**src/rtl/mcht_pkg.sv**
```systemverilog
// Shared types and constants for the Manchester receiver: FSM states,
// abort-cause codes and the idle line level.
package mcht_pkg;

  typedef enum logic [2:0] {
    eHUNT,
    eIDLE,
    ePRE0,
    ePRE1,
    eH0,
    eH1,
    eSTOP
  } state_t;

  localparam logic [1:0] eERR_PRE  = 2'b01;
  localparam logic [1:0] eERR_CODE = 2'b10;
  localparam logic [1:0] eERR_STOP = 2'b11;

  localparam logic LINE_IDLE = 1'b1;

  function automatic logic is_busy(input state_t s);
    return (s == ePRE0) || (s == ePRE1) || (s == eH0) || (s == eH1) || (s == eSTOP);
  endfunction

  // Only these three states can abort a frame, so the cause follows from the state.
  function automatic logic [1:0] err_cause(input state_t s);
    case (s)
      ePRE1:   return eERR_PRE;
      eH1:     return eERR_CODE;
      default: return eERR_STOP;
    endcase
  endfunction

endpackage

```
**src/rtl/mcht_sync.sv**
```systemverilog
// RXD synchronizer: pSYNC_STG flops reset to the idle level, pSYNC_STG cycles latency.
// Zero stages is a plain wire for a line already in the CLK_25M domain; no backpressure.
module mcht_sync #(
  parameter int pSYNC_STG = 2
) (
  input  logic CLK_25M,
  input  logic RST_N,
  input  logic rxd_i,
  output logic rxd_o
);

  generate
    if (pSYNC_STG == 0) begin : g_bypass
      logic unused_clk_rst;
      assign unused_clk_rst = CLK_25M ^ RST_N;
      assign rxd_o = rxd_i;
    end else begin : g_flops
      logic [pSYNC_STG-1:0] sync_q;

      always_ff @(posedge CLK_25M or negedge RST_N) begin
        if (!RST_N) begin
          sync_q <= '1;
        end else begin
          sync_q[0] <= rxd_i;
          for (int i = 1; i < pSYNC_STG; i++) begin
            sync_q[i] <= sync_q[i-1];
          end
        end
      end

      assign rxd_o = sync_q[pSYNC_STG-1];
    end
  endgenerate

endmodule

```
**src/rtl/mcht_dec.sv**
```systemverilog
// Manchester frame receiver: word or typed error pulse one cycle after the stop sample
// (plus pSYNC_STG); the line cannot be stalled, so the consumer must take every pulse.
module mcht_dec
  import mcht_pkg::*;
#(
  parameter int pMSG_LEN  = 8,
  parameter int pHALF_CYC = 1,
  parameter int pSYNC_STG = 2
) (
  input  logic                CLK_25M,
  input  logic                RST_N,
  input  logic                RXD,
  output logic [pMSG_LEN-1:0] MSG,
  output logic                MSG_VLD,
  output logic                ERR,
  output logic [1:0]          ERR_TYPE,
  output logic                BUSY
);

  localparam int HW = (pHALF_CYC > 1) ? $clog2(pHALF_CYC) : 1;
  localparam int IW = (pMSG_LEN > 1) ? $clog2(pMSG_LEN) : 1;
  localparam logic [HW-1:0] HC_SAMP  = HW'(pHALF_CYC / 2);
  localparam logic [HW-1:0] HC_LAST  = HW'(pHALF_CYC - 1);
  localparam logic [IW-1:0] IDX_LAST = IW'(pMSG_LEN - 1);

  logic                rxd_s;
  state_t              state_q, state_d;
  logic [HW-1:0]       hcnt_q, hcnt_d;
  logic [IW-1:0]       idx_q;
  logic                h0_q;
  logic [pMSG_LEN-1:0] sr_q;
  logic [pMSG_LEN-1:0] msg_q;
  logic                msg_vld_q;
  logic                err_q;
  logic [1:0]          err_type_q;
  logic                busy_q;
  logic                sample;
  logic                adv;

  mcht_sync #(.pSYNC_STG(pSYNC_STG)) u_sync (
    .CLK_25M (CLK_25M),
    .RST_N   (RST_N),
    .rxd_i   (RXD),
    .rxd_o   (rxd_s)
  );

  assign sample = (hcnt_q == HC_SAMP);
  assign adv    = (hcnt_q == HC_LAST);

  always_comb begin
    state_d = state_q;
    case (state_q)
      eHUNT: if (rxd_s == LINE_IDLE) state_d = eIDLE;
      // The falling-edge cycle is already half-cycle 0 of the preamble low.
      eIDLE: if (rxd_s != LINE_IDLE) state_d = (pHALF_CYC == 1) ? ePRE1 : ePRE0;
      ePRE0: begin
        if (sample && rxd_s == LINE_IDLE) state_d = eIDLE;
        else if (adv)                     state_d = ePRE1;
      end
      ePRE1: begin
        if (sample && rxd_s != LINE_IDLE) state_d = eHUNT;
        else if (adv)                     state_d = eH0;
      end
      eH0:   if (adv) state_d = eH1;
      eH1: begin
        if (sample && rxd_s == h0_q) state_d = eHUNT;
        else if (adv)                state_d = (idx_q == IDX_LAST) ? eSTOP : eH0;
      end
      eSTOP: if (sample) state_d = (rxd_s == LINE_IDLE) ? eIDLE : eHUNT;
      default: state_d = eHUNT;
    endcase
  end

  always_comb begin
    if (state_q == eIDLE && state_d == ePRE0)       hcnt_d = HW'(1);
    else if (state_d != state_q || !is_busy(state_q)) hcnt_d = '0;
    else                                              hcnt_d = hcnt_q + HW'(1);
  end

  always_ff @(posedge CLK_25M or negedge RST_N) begin
    if (!RST_N) begin
      state_q    <= eHUNT;
      hcnt_q     <= '0;
      idx_q      <= '0;
      h0_q       <= 1'b0;
      sr_q       <= '0;
      msg_q      <= '0;
      msg_vld_q  <= 1'b0;
      err_q      <= 1'b0;
      err_type_q <= 2'b00;
      busy_q     <= 1'b0;
    end else begin
      state_q   <= state_d;
      hcnt_q    <= hcnt_d;
      busy_q    <= is_busy(state_d);
      msg_vld_q <= (state_q == eSTOP) && (state_d == eIDLE);
      err_q     <= is_busy(state_q) && (state_d == eHUNT);
      if (is_busy(state_q) && state_d == eHUNT) err_type_q <= err_cause(state_q);
      if (state_q == eIDLE) idx_q <= '0;
      if (state_q == eH0 && sample) h0_q <= rxd_s;
      if (state_q == eH1 && sample) sr_q[idx_q] <= rxd_s;
      if (state_q == eH1 && state_d == eH0) idx_q <= idx_q + IW'(1);
      if (state_q == eSTOP && state_d == eIDLE) msg_q <= sr_q;
    end
  end

  assign MSG      = msg_q;
  assign MSG_VLD  = msg_vld_q;
  assign ERR      = err_q;
  assign ERR_TYPE = err_type_q;
  assign BUSY     = busy_q;

endmodule

```
**config.mk**
```make
export PLATFORM = sky130hd
export DESIGN_NAME = mcht_dec
export DESIGN_NICKNAME = d
export VERILOG_FILES = /design/src/rtl/mcht_pkg.sv /design/src/rtl/mcht_sync.sv /design/src/rtl/mcht_dec.sv
export SDC_FILE = /design/constraint.sdc
export NUM_CORES = 1
export LEC_CHECK = 0
export ABC_AREA = 1
export ABC_CLOCK_PERIOD_IN_PS = 1620
export CAP_MARGIN = 20
export CORE_ASPECT_RATIO = 1.25
export CORE_MARGIN = 3
export CORE_UTILIZATION = 54
export DETAILED_ROUTE_END_ITERATION = 6
export PLACE_DENSITY = 0.77
export SYNTH_ARGS = -nofsm -noshare
export SYNTH_HDL_FRONTEND = slang
export SYNTH_SLANG_ARGS = --single-unit
```
**constraint.sdc**
```tcl
create_clock -name CLK_25M -period 1.62 [get_ports CLK_25M]
set_input_delay 0.405 -clock CLK_25M [delete_from_list [all_inputs] [get_ports CLK_25M]]
set_output_delay 0.405 -clock CLK_25M [all_outputs]
set_load 0.1 [all_outputs]
```
==> flow_summary_export.csv <==
group,metric,value,unit
floorplanning,pin_count,16,
timing,fmax,0.6648,GHz
hold_path,min_from,"u_sync.g_flops.sync_q[0]",
timing,min_period,1.504,ns
yosys,syn-num-nets,169,
placed_design,port_buffers,15,
grt,grt_max_degree,22,
yosys,ys_warn_count,0,
setup_path,cp_data_arrival_time,1.78,ns
setup_path,crit_type,"reg2reg",
cts,cts_tree,"built",
yosys,synth_mux_area_frac,0,
run,drv_cap,0,
layout,drive_gt1_frac,0.2500,
floorplanning,initial_utilization,0.5735,
floorplanning,rows,20,
timing,fin_setup_tns,0,ns
timing,layout_setup_ws,0.1157,ns
cts,cts.sinks,31,
power,p_leak,0.0009454,uW
hold_path,worstHoldEndpoint,"u_sync.g_flops.sync_q[1]",
setup_path,r2r_slack,0.12,ns
detailed_routing,routed_wl,2909,um
placed_design,place.gp.congestion,0.9315,
hold_path,hold_path_depth,0,
power,p_per_area,1536,nW/um2
yosys,yosysSeqAreaShare,0.5534,
cts,clockRootBuffer,"clkbuf_4",
grt,grt-ovfl-total,0,
yosys,synth-compound-area-share,0.1041,
detailed_routing,drt_iter0_drc,20,
outcome,status,"finished, final reports clean",
grt,grtUsageTotal,0.2107,
cts,clk_pin_slew,0.09,ns
yosys,synthXorXnorAreaFrac,0,
timing,setup_violations,0,
yosys,yosys.area_share.simple,0.2571,
yosys,syn_inst,164,
detailed_routing,vias_per_cell,5.311,
setup_path,worstReg2RegEnd,"ERR",
floorplanning,die_h,63.06,um
grt,grt_pass1_vias,1180,
detailed_routing,drt_pre_antenna_iters,4,
yosys,synth_area,1406,um2
grt,grt_pass1_wl,5057,um
timing,hold_viol,0,
setup_path,worst-r2r-cell-count,10,
detailed_routing,drt-wirelength-per-cell,12.93,um
power,total_power,2806,uW
timing,slew_viol_final,0,
floorplanning,die_area,3256,um2
layout,diodes,0,
placed_design,hpwlAfterDp,2236,um
setup_path,crit_fanout,4,
floorplanning,fp.coreArea,2452,um2
cts,cts_hold_buf,0,
layout,nets,196,
floorplanning,die_w,51.65,um
grt,antenna_found_initial,0,
setup_path,required,1.90,ns
layout,area_delta_synth_final,29.89,%
hold_path,hold_path.class,"reg2reg",
yosys,synthAdderAreaFrac,0.01779,
power,ir_drop,0.001505,V
setup_path,reg2reg_from,"idx_q[0]",
timing,fin_crit_sh,0.9286,
yosys,ys_types,24,
yosys,synth_top_family_by_area,"simple AND/OR/NAND/NOR gates",
placed_design,dp_slack,0.02139,ns
timing,skew,0.009125,ns
setup_path,end_kind,"flip-flop",
cts,clk_latency,0.33,ns
detailed_routing,drcViolationCount,0,
setup_path,start_kind,"flip-flop",
yosys,synth_seq_cells,31,
cts,cts-htree-levels,2,
cts,cts_buffers,5,
cts,cts_max_path_buffers,2,
yosys,syn_area_per_cell,8.575,um2
detailed_routing,vias,1195,
detailed_routing,antenna_left,0,
==> registers in the layout (all words and copies together) (netlist names) <==
| signal | flops |
|---|---|
| MSG | 8 |
| sr_q | 8 |
| idx_q | 3 |
| state_q | 3 |
| ERR_TYPE | 2 |
| u_sync.g_flops.sync_q | 2 |
| BUSY | 1 |
| ERR | 1 |
| MSG_VLD | 1 |
| h0_q | 1 |
| hcnt_q | 1 |
==> final cells by class <==
cell class	count	area [um2]
sequential	31	779.5
fill	202	625.6
multi-input combinational	111	544.3
timing repair buffer	23	340.3
inverter	19	71.32
clock buffer	7	45.04
tap	33	41.29
clock inverter	1	5.005
==> Yosys cell counts, drive strengths merged <==
cell type,instances,share of area
dfstp,2,0.037
o21ai,4,0.014
o211ai,1,0.0089
conb,1,0.0027
nand4,4,0.018
o22ai,1,0.0045
buf,3,0.014
a31oi,7,0.031
nor2,13,0.044
inv,19,0.051
nand2,56,0.16
dfrtp,29,0.52
a21oi,12,0.045
nor3,1,0.0036
ha,2,0.018
nand3,9,0.036
==> how the worst max path moves through the flow <==
stage / startpoint / to / slack (ns) / depth (start not counted)
6_report: idx_q[0] / ERR / 0.12 / 10
4_1_cts: idx_q[1] / ERR_TYPE[0] / 0.01 / 10
5_1_grt: idx_q[0] / ERR / -0.02 / 10
3_5_place_dp: idx_q[1] / ERR_TYPE[0] / 0.02 / 10
3_3_place_gp: idx_q[1] / ERR_TYPE[0] / 0.13 / 10
2_1_floorplan: idx_q[0] / ERR_TYPE[0] / 0.20 / 10
==> per-layer routing <==
metal,track usage,share of wire,wire (um),vias to the layer above
met5,0,0,0,-
met4,0.1148,0.031,90,0
met3,0.07565,0.049,143,9
met2,0.3439,0.53,1539,28
met1,0.2330,0.39,1134,573
li1,-,-,-,585
==> kinds of logic (layout without fill, tap and decap cells) <==
| family | count (synthesis) | after routing |
|---|---|---|
| other | 1 | 1 |
| and+or+nand+nor | 83 | 83 |
| adders and majority gates | 2 | 2 |
| buffers and inverters | 22 | 50 |
| AOI/OAI and AO/OA | 25 | 25 |
| DFF | 31 | 31 |
==> layout by cell type, fill, tap and decap left out, types with 3 or more instances in the layout <==
| master | count |
|---|---|
| nand2_1 | 52 |
| dfrtp_1 | 28 |
| buf_12 | 13 |
| inv_1 | 12 |
| a21oi_1 | 11 |
| nor2_1 | 9 |
| nand3_1 | 8 |
| buf_4 | 8 |
| inv_2 | 7 |
| a31oi_1 | 7 |
| clkbuf_4 | 5 |
| nand4_1 | 4 |
| nand2_2 | 3 |
| nor2_2 | 3 |
==> through the flow <==
stage	utilization	hold slack, ns	cell area [um2]	instances
after detailed placement	0.7056	0.3493	1730	212
after floorplan	-	0.1094	1406	164
after CTS	0.7260	0.3654	1780	220
after global routing	0.7449	0.3766	1827	225
final	0.7449	0.3635	1827	225
after global placement	0.7056	0.3461	1730	212
==> worst max-delay path, stage by stage (launching register included) <==
cell and delay [ns]:
dfrtp_1 0.40, ha_1 0.21, ha_1 0.17, nand2_1 0.06, nand2_1 0.04, nand2_1 0.08, nand2_2 0.07, nand2_4 0.08
nand4_1 0.13, buf_4 0.18, inv_1 0.04
==> power breakdown <==
part | switching [uW] | internal (uW) | leakage [uW]
registers | 171 | 912 | 0.000406
logic | 865 | 440 | 0.000510
clock network | 249 | 169 | 0.0000293
==> timing repair <==
| item | in CTS | in global routing |
|---|---|---|
| gates resized for setup | 0 | 3 |
| setup buffers | 0 | 5 |
| setup endpoints to repair | 0 | 5 |
Note: power is estimated with default switching activity, not from simulation.
